**src/rtl/video_capture_pkg.sv**
```systemverilog
// Shared types and constants for the video capture block: FSM states,
// CRC-16-CCITT constants and default capture geometry.
package video_capture_pkg;

   typedef enum logic [2:0] {
      ST_IDLE,
      ST_VSKIP,
      ST_HWAIT,
      ST_HSKIP,
      ST_ACTIVE
   } cap_state_t;

   localparam logic [15:0] CRC_POLY = 16'h1021;
   localparam logic [15:0] CRC_INIT = 16'hFFFF;

   localparam int DEF_H_ACTIVE = 512;
   localparam int DEF_V_ACTIVE = 342;
   localparam int DEF_H_SKIP   = 64;
   localparam int DEF_V_SKIP   = 28;

   localparam int FIFO_DEPTH = 16;
   localparam int FIFO_W     = 10;

endpackage

```
**src/rtl/video_capture_fifo.sv**
```systemverilog
// First-word-fall-through FIFO; a push into a full FIFO is taken only when
// a pop happens in the same cycle.
module video_capture_fifo #(
   parameter int WIDTH = 10,
   parameter int DEPTH = 16
) (
   input  logic             clk,
   input  logic             reset,
   input  logic             push,
   input  logic [WIDTH-1:0] wr_data,
   input  logic             pop,
   output logic [WIDTH-1:0] rd_data,
   output logic             full,
   output logic             empty
);

   localparam int AW = $clog2(DEPTH);

   logic [WIDTH-1:0] mem [DEPTH];
   logic [AW-1:0]    wr_ptr;
   logic [AW-1:0]    rd_ptr;
   logic [AW:0]      count;
   logic             do_push;
   logic             do_pop;

   assign full    = (count == (AW+1)'(DEPTH));
   assign empty   = (count == '0);
   assign do_pop  = pop && !empty;
   assign do_push = push && (!full || do_pop);
   assign rd_data = mem[rd_ptr];

   always_ff @(posedge clk) begin
      if (reset) begin
         wr_ptr <= '0;
         rd_ptr <= '0;
         count  <= '0;
      end else begin
         if (do_push) wr_ptr <= wr_ptr + AW'(1);
         if (do_pop)  rd_ptr <= rd_ptr + AW'(1);
         case ({do_push, do_pop})
            2'b10:   count <= count + (AW+1)'(1);
            2'b01:   count <= count - (AW+1)'(1);
            default: count <= count;
         endcase
      end
   end

   // storage carries only data, so it is left out of reset
   always_ff @(posedge clk) begin
      if (do_push) mem[wr_ptr] <= wr_data;
   end

endmodule

```
**src/rtl/video_capture.sv**
```systemverilog
// Captures 1-bit-per-pixel video into a tagged byte stream through a FIFO.
// Define VIDEO_CAPTURE_CRC_EN to add a per-frame CRC-16-CCITT.
module video_capture
   import video_capture_pkg::*;
#(
   parameter int H_ACTIVE = DEF_H_ACTIVE,
   parameter int V_ACTIVE = DEF_V_ACTIVE,
   parameter int H_SKIP   = DEF_H_SKIP,
   parameter int V_SKIP   = DEF_V_SKIP
) (
   input  logic        clk,
   input  logic        reset,
   input  logic        pix_ce,
   input  logic        hs_n,
   input  logic        vs_n,
   input  logic        pix,
   output logic        out_valid,
   input  logic        out_ready,
   output logic [7:0]  out_data,
   output logic        out_sof,
   output logic        out_eol,
   output logic        overflow,
   output logic        short_frame,
   output logic [15:0] frame_cnt,
   output logic [15:0] frame_crc,
   output logic        crc_valid
);

   cap_state_t        state, state_nxt;
   logic              hs_n_p0, hs_n_p1, vs_n_p0, vs_n_p1;
   logic              hs_fall, vs_fall;
   logic [15:0]       pix_cnt, line_cnt;
   logic [6:0]        shift_p0;
   logic [7:0]        byte_p0;
   logic              sof_p0, eol_p0, vld_p0;
   logic              cnt_clr, cnt_inc, line_clr, line_inc;
   logic              sample, frame_done, abort;
   logic              fifo_full, fifo_empty, pop;
   logic [FIFO_W-1:0] fifo_rd;

   assign hs_fall = hs_n_p1 && !hs_n_p0;
   assign vs_fall = vs_n_p1 && !vs_n_p0;

   always_comb begin
      state_nxt  = state;
      cnt_clr    = 1'b0;
      cnt_inc    = 1'b0;
      line_clr   = 1'b0;
      line_inc   = 1'b0;
      sample     = 1'b0;
      frame_done = 1'b0;
      abort      = 1'b0;
      case (state)
         ST_IDLE: if (vs_fall) begin
            state_nxt = (V_SKIP == 0) ? ST_HWAIT : ST_VSKIP;
            cnt_clr   = 1'b1;
            line_clr  = 1'b1;
         end
         ST_VSKIP: if (hs_fall) begin
            if (pix_cnt == 16'(V_SKIP - 1)) begin
               state_nxt = ST_HWAIT;
               cnt_clr   = 1'b1;
            end else begin
               cnt_inc = 1'b1;
            end
         end
         ST_HWAIT: if (hs_fall) begin
            state_nxt = (H_SKIP == 0) ? ST_ACTIVE : ST_HSKIP;
            cnt_clr   = 1'b1;
         end
         ST_HSKIP: if (pix_ce) begin
            if (pix_cnt == 16'(H_SKIP - 1)) begin
               state_nxt = ST_ACTIVE;
               cnt_clr   = 1'b1;
            end else begin
               cnt_inc = 1'b1;
            end
         end
         ST_ACTIVE: if (pix_ce) begin
            sample = 1'b1;
            if (pix_cnt == 16'(H_ACTIVE - 1)) begin
               cnt_clr = 1'b1;
               if (line_cnt == 16'(V_ACTIVE - 1)) begin
                  state_nxt  = ST_IDLE;
                  frame_done = 1'b1;
               end else begin
                  state_nxt = ST_HWAIT;
                  line_inc  = 1'b1;
               end
            end else begin
               cnt_inc = 1'b1;
            end
         end
         default: state_nxt = ST_IDLE;
      endcase
      // a new vsync always wins; only a frame already past vblank counts as short
      if (vs_fall && state != ST_IDLE) begin
         state_nxt  = (V_SKIP == 0) ? ST_HWAIT : ST_VSKIP;
         cnt_clr    = 1'b1;
         cnt_inc    = 1'b0;
         line_clr   = 1'b1;
         line_inc   = 1'b0;
         sample     = 1'b0;
         frame_done = 1'b0;
         abort      = (state != ST_VSKIP);
      end
   end

   // stage p0: byte assembly; the pixel count doubles as bit index within the byte
   assign byte_p0 = {shift_p0, pix};
   assign vld_p0  = sample && (pix_cnt[2:0] == 3'd7);
   assign sof_p0  = (line_cnt == '0) && (pix_cnt[15:3] == '0);
   assign eol_p0  = (pix_cnt == 16'(H_ACTIVE - 1));
   assign pop     = out_valid && out_ready;

   always_ff @(posedge clk) begin
      if (reset) begin
         state       <= ST_IDLE;
         hs_n_p0     <= 1'b1;
         hs_n_p1     <= 1'b1;
         vs_n_p0     <= 1'b1;
         vs_n_p1     <= 1'b1;
         pix_cnt     <= '0;
         line_cnt    <= '0;
         shift_p0    <= '0;
         overflow    <= 1'b0;
         short_frame <= 1'b0;
         frame_cnt   <= '0;
      end else begin
         state   <= state_nxt;
         hs_n_p0 <= hs_n;
         hs_n_p1 <= hs_n_p0;
         vs_n_p0 <= vs_n;
         vs_n_p1 <= vs_n_p0;
         if (cnt_clr)       pix_cnt <= '0;
         else if (cnt_inc)  pix_cnt <= pix_cnt + 16'd1;
         if (line_clr)      line_cnt <= '0;
         else if (line_inc) line_cnt <= line_cnt + 16'd1;
         if (abort)         shift_p0 <= '0;
         else if (sample)   shift_p0 <= byte_p0[6:0];
         if (vld_p0 && fifo_full && !pop) overflow <= 1'b1;
         if (abort)         short_frame <= 1'b1;
         if (frame_done)    frame_cnt <= frame_cnt + 16'd1;
      end
   end

   video_capture_fifo #(
      .WIDTH (FIFO_W),
      .DEPTH (FIFO_DEPTH)
   ) u_fifo (
      .clk     (clk),
      .reset   (reset),
      .push    (vld_p0),
      .wr_data ({byte_p0, sof_p0, eol_p0}),
      .pop     (pop),
      .rd_data (fifo_rd),
      .full    (fifo_full),
      .empty   (fifo_empty)
   );

   assign out_valid = !fifo_empty;
   assign out_data  = fifo_rd[9:2];
   assign out_sof   = fifo_rd[1];
   assign out_eol   = fifo_rd[0];

`ifdef VIDEO_CAPTURE_CRC_EN
   logic [15:0] crc_acc, crc_nxt;

   function automatic logic [15:0] crc16_byte(input logic [15:0] crc, input logic [7:0] d);
      logic [15:0] c;
      c = crc;
      for (int i = 7; i >= 0; i--) begin
         if (c[15] ^ d[i]) c = {c[14:0], 1'b0} ^ CRC_POLY;
         else              c = {c[14:0], 1'b0};
      end
      return c;
   endfunction

   // every generated byte feeds the CRC, including ones the full FIFO drops
   assign crc_nxt = vld_p0 ? crc16_byte(crc_acc, byte_p0) : crc_acc;

   always_ff @(posedge clk) begin
      if (reset) begin
         crc_acc   <= CRC_INIT;
         frame_crc <= '0;
         crc_valid <= 1'b0;
      end else begin
         crc_valid <= frame_done;
         crc_acc   <= vs_fall ? CRC_INIT : crc_nxt;
         if (frame_done) frame_crc <= crc_nxt;
      end
   end
`else
   assign frame_crc = '0;
   assign crc_valid = 1'b0;
`endif

endmodule

```
**config.mk**
```make
export PLATFORM = sky130hd
export DESIGN_NAME = video_capture
export DESIGN_NICKNAME = d
export VERILOG_FILES = /design/src/rtl/video_capture_pkg.sv /design/src/rtl/video_capture_fifo.sv /design/src/rtl/video_capture.sv
export SDC_FILE = /design/constraint.sdc
export NUM_CORES = 1
export LEC_CHECK = 0
export BUFFER_PORTS_ARGS = -buffer_cell sky130_fd_sc_hd__clkbuf_2
export CAP_MARGIN = 20
export CORE_MARGIN = 4
export CORE_UTILIZATION = 30
export DETAILED_ROUTE_END_ITERATION = 10
export PLACE_DENSITY = 0.56
export SETUP_SLACK_MARGIN = 0.2
export SLEW_MARGIN = 25
export SYNTH_ARGS = -nofsm -noshare
export SYNTH_HDL_FRONTEND = slang
export SYNTH_SLANG_ARGS = --single-unit
```
**constraint.sdc**
```tcl
create_clock -name clk -period 4.1 [get_ports clk]
set_input_delay 0.82 -clock clk [delete_from_list [all_inputs] [get_ports clk]]
set_output_delay 0.82 -clock clk [all_outputs]
set_load 0.05 [all_outputs]
```
Word-level counts from Yosys, hierarchy flattened:

Memories as Yosys holds them, arrays and structs flattened. A register that Yosys moved wholly into a read port is not among the register bits.
Cells that the tools add are included.

* bits in registers: 77
* RAM bits: 160
* bits of input ports: 7
* output and inout bits: 46
* logic and storage cells: 130
* memories: 1

Memory list
* u_fifo.mem: words 16, bits a word 10, rd ports 1, clocked after memory_dff 1, write ports 1, RTL line video_capture_fifo.sv:19 `logic [WIDTH-1:0] mem [DEPTH];`

* $add $sub $neg: 7
* eq/ne operators: 29
* muxes and demuxes: 50
* reduce and logical (&&, ||, !) cells: 28

Operators by type and width (number)
* adder 16 x 1 -> 16 bit, second input constant: 3
* 2-to-1 mux 1 bit: 35
* == test 16 x 9 -> 1 bit, second input constant: 2
* 2-to-1 mux 3 bit: 8
* != test 3 bit, second input constant: 8
* == test 16 x 5 -> 1 bit, second input constant: 1
* == test 16 x 6 -> 1 bit, second input constant: 1
* logical NOT 16 bit: 1
* != test 2 bit, second input constant: 8
* AND reduction 8 bit: 2
* one-hot mux 3 bit (5 select lines): 1
* logical NOT 13 bit: 1
* logical AND 1 bit: 10
* one-hot mux 5 bit (2 select lines): 1
* adder 4 x 1 -> 4 bit, second input constant: 2
* 2-to-1 mux 4 bit: 2
* OR reduction 2 bit: 4
* == test 3 x 2 -> 1 bit, second input constant: 2
* == test 3 bit, second input constant: 2
* adder 5 x 1 -> 5 bit, second input constant: 1
* == test 5 bit, second input constant: 1
* logical NOT 1 bit: 5
* logical NOT 5 bit: 1
* one-hot mux 1 bit (5 select lines): 1
* 11 further kinds: 11

Longest topological paths before layout:

Gate-level depths: netlist (run 1).

* depth in word-level cells: 8
* mapped depth: 14
* gate-level depth less buffers: 13

Cells and area by module:

Synthesis (run 1) repeated with hierarchy kept, for this count alone.

* cells, all modules: 772
* area, all modules: 10408.7 um^2

By module, submodules not included
* video_capture_fifo: times used 1, cells each 363, area an instance 7001.7 um^2, seq. area each 5144.9 um^2
* video_capture: times used 1, cells each 409, area an instance 3407.0 um^2, seq. area each 1281.2 um^2

Worst setup path before layout (run 1):

Ideal clock, no wire load.

* kind: input port to flip-flop
* start point: input port pix_ce
* end point: register u_fifo.count[4]
* setup time: 0.128 ns
* data arrival time: 3.249 ns
* required time: 3.972 ns
* setup slack: 0.723 ns
* stages: 12
* path buffers: 1
* path through: nand4bb_4 -> a2111oi_4 -> clkinv_1 -> ha_1 -> clkbuf_1 -> xor2_1 -> ha_1 -> a21oi_1 -> o22ai_1 -> a222oi_1 -> or3_1 -> a21oi_1

* cells in the longest elaborated chain, start to end: 7
* elaborated cells between the ends (all ways): 9
* classes of those cells: 2 x eq/ne; 4 x mux; 3 x reduce/logical

Ends and longest elaborated chain
* start: declaration: RTL line video_capture.sv:13 `input logic pix_ce,`
* 2-to-1 mux 1 bit (*): RTL line video_capture.sv:79 `ST_ACTIVE: if (pix_ce) begin`
* 2-to-1 mux 1 bit (*): RTL line video_capture.sv:53 `case (state)`
* 2-to-1 mux 1 bit (*): RTL line video_capture.sv:97 `if (vs_fall && state != ST_IDLE) begin`
* logical AND 1 bit (*): RTL line video_capture.sv:111 `assign vld_p0 = sample && (pix_cnt[2:0] == 3'd7);`
* logical AND 1 bit (*): RTL line video_capture_fifo.sv:29 `assign do_push = push && (!full || do_pop);`
* == test 2 x 1 -> 1 bit / == test 2 bit (equally long branches): RTL line video_capture_fifo.sv:40 `case ({do_push, do_pop})`
* one-hot mux 5 bit (2 select lines) / nonzero test 2 bit (equally long branches)
* end signal: assignment: RTL line video_capture_fifo.sv:41 `2'b10: count <= count + (AW+1)'(1);`
* end signal: assignment: RTL line video_capture_fifo.sv:42 `2'b01: count <= count - (AW+1)'(1);`
* end signal: assignment: RTL line video_capture_fifo.sv:43 `default: count <= count;`
* end: declaration: RTL line video_capture_fifo.sv:22 `logic [AW:0] count;`

Mark *: on every way between the ends. The rest lies on a longest branch, timed or not.
A chain may end at the register's enable or synchronous reset.

==> metrics, run 1 <==
clk_skew 0.0126 ns; share of flip-flops with an asynchronous set or reset 0%; routed wire length 22,800 um; top-count cell post-synth edfxtp_1; RSZ-0062 raised after global routing no; drt first-iter violations 432; final worst path period need 3.37 ns; Reg2Reg Setup Slack 0.90 ns; outcome completed; syn avg cell area 13.5 um^2; Post-Syn Area 10,500 um^2; TritonCTS buffer count 26; initial core utilization 30.4%; Worst Setup Start Kind flip-flop; Area Overhead vs Synth 16.0%; clk_lat worst skew 0.53 ns; WL/cell 17.6 um; WP data arrival 2.55 ns; LEAKAGE 4.14 nW; WS Path Type flip-flop to output port; YS warnings 0; die footprint 38,100 um^2; relative slew slack 35.9%; hold_buf cts 0; NumNets Final 839; IO Pins 53; Final Hold Viols 0; Reg2Reg Depth 14; FMAX 297 MHz; area share of the largest cell type after synthesis 45.7%; initial antenna violation count 0; share of layout cells above drive strength 1 21.5%; row count 68; Std-Cell Core Area 34,500 um^2; routed vias 6,421; Die Y 195 um; Residual DRC 0; number of max-cap violations 0; max-slew violation count 0; Hold Path Depth 1; register area share after synthesis 61.1%; post-place instance area 11,300 um^2; synthesized flop and latch total 241; total track usage 11.8%; gpl congestion 0.774; multi-input logic area 3800 um^2; vias per cell 4.97; Synth cell types 62; worst reg2reg path startpoint pix_cnt[0]$_SDFFE_PP0P_; largest net degree at the start of global routing 43; # clock sinks 241; ys flop type edfxtp_1; fin crit share 82.1%; Critical Path RT 3.28 ns; CP endpoint out_sof; crit path max fanout 40; number of synthesized flops with an enable pin 160; final instance area 12,200 um^2; Yosys top cell by area edfxtp_1; setup violators final 0; Synth area leaders edfxtp_1, dfxtp_1, mux4_2; grt total ovfl 0; Total Negative Setup Slacks 0 ns; Worst-path clk slew 0.06 ns; Clock Root Buffer clkbuf_16; 1st-pass router iterations 4; number of H-tree levels 1; first-pass GRT wire length 36,300 um; PortBufs 35; crit end category output port; Max IR drop VDD 0.348 mV; Synth top cells by count edfxtp_1, dfxtp_1, a21oi_1, mux4_2, nand2_1; FF+latch area 6430 um^2; width of the die 195 um; HP Class flip-flop to flip-flop; Tightest Pin Transition 0.960 ns; vias in the first global route 6,352; Final ANT Viol Nets 0; ant diodes 0; CTS max path bufs 3; Fill cells 3,376; Crit Reg-Reg Endpoint u_fifo.count[4]$_SDFFE_PP0P_; Mapped Cells 779; postcts setup bufs 0; power per cell area 423 nW/um^2; post-cts resize count 0; CTS tree built; Detail Placement HPWL 14,200 um
layout by cell type, fill, tap and decap left out, drive strengths merged, types with 5 or more instances in the layout:
master and n:
inv 18, and4 7, edfxtp 160, mux4 50
nand2 46, bufinv 5, ha 14, clkbuf 66
o21ai 18, nor4 11, xor2 10, or4 17
mux2i 16, buf 24, nor3 16, o31ai 15
nor2 23, and2 10, conb 17, nand3b 11
dfxtp 81, nand3 40, clkinv 10, nand2b 5
a21oi 55, or2 6, and3 6, nand4 19
or3 15
power by group:
group / switching, W / total (W) / internal, W
Clock: 0.000958 / 0.00251 / 0.00155
Sequential: 0.00000363 / 0.00257 / 0.00256
Combinational: 0.0000672 / 0.0000828 / 0.0000156
Total: 0.00103 / 0.00516 / 0.00413
through the flow:
stage               power [W]  instances  util, %  hold slack, ns  worst slack, ns
floorplan             0.00270        795        -           0.418            0.723
global placement      0.00270       1245     32.6           0.427            0.654
detailed placement    0.00270       1245     32.6           0.430            0.629
CTS                   0.00523       1293     35.3           0.446            0.659
global route          0.00534       1293     35.3           0.464            0.603
finish                0.00516       1293     35.3           0.441            0.735
how the worst min path moves through the flow:
stage / from / to / slack (ns)
2_1_floorplan: vs_n_p0$_SDFF_PP1_ / vs_n_p1$_SDFF_PP1_ / 0.42
3_3_place_gp: vs_n_p0$_SDFF_PP1_ / vs_n_p1$_SDFF_PP1_ / 0.43
3_5_place_dp: vs_n_p0$_SDFF_PP1_ / vs_n_p1$_SDFF_PP1_ / 0.43
4_1_cts: vs_n_p0$_SDFF_PP1_ / vs_n_p1$_SDFF_PP1_ / 0.45
5_1_grt: hs_n / hs_n_p0$_SDFF_PP1_ / 0.46
6_report: vs_n_p0$_SDFF_PP1_ / vs_n_p1$_SDFF_PP1_ / 0.44
state kept, by name (all words and copies together), names as in the netlist, 3 cells and up, named ones only:
register	cells
shift_p0	7
u_fifo.wr_ptr	4
u_fifo.mem	160
state	3
u_fifo.rd_ptr	4
u_fifo.count	5
frame_cnt	16
pix_cnt	16
line_cnt	16
cells by family (layout without fill, tap and decap cells):
| family | count (synthesis) | count (layout) | synth area share [%] |
|---|---|---|---|
| buf+inv | 83 | 126 | 3.74 |
| other cells | 1 | 17 | 0.0357 |
| flops | 241 | 241 | 61.1 |
| compound gates | 116 | 116 | 6.87 |
| fa+ha+maj | 14 | 14 | 1.67 |
| xor+xnor | 12 | 12 | 1.00 |
| mux | 66 | 66 | 12.2 |
| simple gates | 246 | 246 | 13.4 |
area by class of cell:
type                       instances  share of cell area, %
sequential                       241                   52.7
clock buffer                      31                   5.82
clock inverter                    17                   1.91
tap                              455                   4.67
multi-input combinational        471                   31.2
inverter                          19                  0.585
timing repair buffer              59                   3.12
layer usage:
metal,vias up,wire (um),track usage [%]
li1,3087,-,-
met1,3215,10600,16.5
met2,90,10900,19.4
met3,29,847,1.97
met5,-,0,0
met4,0,379,2.46
critical path, cell delays in order (launching register included):
cell	delay (ns)
dfxtp_2	0.34
buf_12	0.30
mux4_2	0.57
mux4_2	0.51
clkbuf_2	0.27
(Power assumes the default switching activity.)
==> run 2, diff against run 1 <==
--- a/config.mk
+++ b/config.mk
@@ -10,7 +10,7 @@
 export CORE_MARGIN = 4
 export CORE_UTILIZATION = 30
 export DETAILED_ROUTE_END_ITERATION = 10
-export PLACE_DENSITY = 0.56
+export PLACE_DENSITY = 0.57
 export SETUP_SLACK_MARGIN = 0.2
 export SLEW_MARGIN = 25
 export SYNTH_ARGS = -nofsm -noshare
==> constraint.sdc (replaced) <==
create_clock -name clk -period 2.85 [get_ports clk]
set_input_delay 0.57 -clock clk [delete_from_list [all_inputs] [get_ports clk]]
set_output_delay 0.57 -clock clk [all_outputs]
set_load 0.05 [all_outputs]
==> metrics, run 2 (synthesis gave the netlist of run 1 again) <==
outcome complete, but fails checks; failing checks setup timing; M2 GR Usage 20.0%; Max IR drop VDD 0.420 mV; max-slew violation count 0; number of max-cap violations 0; NumNets Final 885; clk_skew 0.0207 ns; fin crit share 108%; share of layout cells above drive strength 1 26.0%; clk_lat worst skew 0.54 ns; initial antenna violation count 0; commonest non-fill, non-tap cell in the layout edfxtp_1; Final Hold Viols 0; Worst-path clk slew 0.06 ns; final worst path period need 3.07 ns; power per cell area 555 nW/um^2; drt first-iter violations 443; number of H-tree levels 1; total track usage 12.4%; WL/cell 18.1 um; gpl congestion 0.789; width of the die 195 um; most frequent cells in the layout edfxtp_1, dfxtp_1, buf_4; FMAX 326 MHz; TritonCTS buffer count 26; post-route worst setup slack -0.216 ns; Tot Pwr 0.00710 W; Detail Placement HPWL 15,100 um; 1st-pass router iterations 5; CTS tree built; multi-input logic area 3880 um^2; Tightest Pin Transition 0.652 ns; final hold slack 0.229 ns; Critical Path RT 2.28 ns; CTS max path bufs 3; largest net degree at the start of global routing 43; row count 68; routed wire length 24,300 um; met3 global-route usage 1.67%; Std-Cell Core Area 34,500 um^2; LEAKAGE 4.40 nW; GRT met1 Usage 17.8%; PortBufs 35; Most Crowded Layer GR met2; Residual DRC 0; initial core utilization 30.4%; grt total ovfl 0; vias per cell 5.04; hold_buf cts 0; Final ANT Viol Nets 0; relative slew slack 56.1%; routed vias 6,753; # clock sinks 241; vias in the first global route 6,453; FF+latch area 6440 um^2; WS Path Type flip-flop to output port; setup violators final 10; IO Pins 53; Clock Root Buffer clkbuf_16; WP data arrival 2.50 ns; first-pass GRT wire length 37,700 um; crit end category output port; HP Class input pin to flip-flop; ant diodes 0; RSZ-0062 raised after global routing yes; Area Overhead vs Synth 21.6%; Worst Setup Start Kind flip-flop; max reg flops 160; die footprint 38,100 um^2; largest register by flop count u_fifo.mem; Die Y 195 um; Fill cells 3,336; crit path max fanout 8
==> run 2: cell types whose count changed in the layout (fill, tap and decap cells not counted), sizes merged <==
| cell | previous run | this run |
|---|---|---|
| buf | 24 | 77 |
| bufinv | 5 | 2 |
| clkbuf | 66 | 64 |
| clkinv | 10 | 9 |
| clkinvlp | 3 | 1 |
| inv | 18 | 19 |
==> run 2: area by class of cell <==
type,instances,share of cell area (%)
clock inverter,12,0.959
timing repair buffer,105,7.85
clock buffer,36,5.46
multi-input combinational,471,30.3
inverter,19,0.587
tap,455,4.45
sequential,241,50.3
==> run 2: timing repair <==
item / in CTS / in global routing
hold endpoints to repair: 0 / 0
endpoints found under the setup margin: 11 / 16
resized for setup: 33 / 16
setup buffers: 10 / 7
cloned: 3 / 0
pin swaps: 2 / 4
==> run 2: path summary, 6_finish.rpt <==
check | from | endpoint | slack (ns) | cells after the start
max | flip-flop | out_data[0] | -0.22 | 6
min | hs_n | hs_n_p0$_SDFF_PP1_ | 0.23 | 2
max reg2reg | pix_cnt[0]$_SDFFE_PP0P_ | u_fifo.count[4]$_SDFFE_PP0P_ | 0.34 | 13
min reg2reg | vs_n_p0$_SDFF_PP1_ | vs_n_p1$_SDFF_PP1_ | 0.45 | 1
==> run 2: routing by layer <==
layer,vias to the layer above,wire (um)
li1,3167,-
met1,3407,11400
met2,140,11400
met3,39,910
met4,0,588
met5,-,0
==> run 2: where the power goes <==
group | switching, W | internal (W) | total [W]
Combinational | 0.000102 | 0.0000266 | 0.000129
Sequential | 0.00000321 | 0.00369 | 0.00369
Clock | 0.00138 | 0.00190 | 0.00328
Total | 0.00149 | 0.00561 | 0.00710
==> run 2: critical path, stage by stage, from the launching register on <==
cell and delay (ns):
dfxtp_4 0.37, buf_12 0.11, buf_16 0.13, buf_16 0.15
mux4_2 0.52, mux4_2 0.50, clkbuf_16 0.19
==> run 2: through the flow <==
| step | TNS [ns] | instance area, um^2 | worst slack (ns) | util (%) | instances |
|---|---|---|---|---|---|
| floorplan | 0 | 10700 | 0.0385 | - | 795 |
| global placement | 0 | 11500 | 0.156 | 33.4 | 1271 |
| detailed placement | 0 | 11500 | 0.0936 | 33.4 | 1271 |
| CTS | -2.22 | 12700 | -0.247 | 36.8 | 1332 |
| global route | -2.47 | 12800 | -0.282 | 37.0 | 1339 |
| finish | -1.84 | 12800 | -0.216 | 37.0 | 1339 |
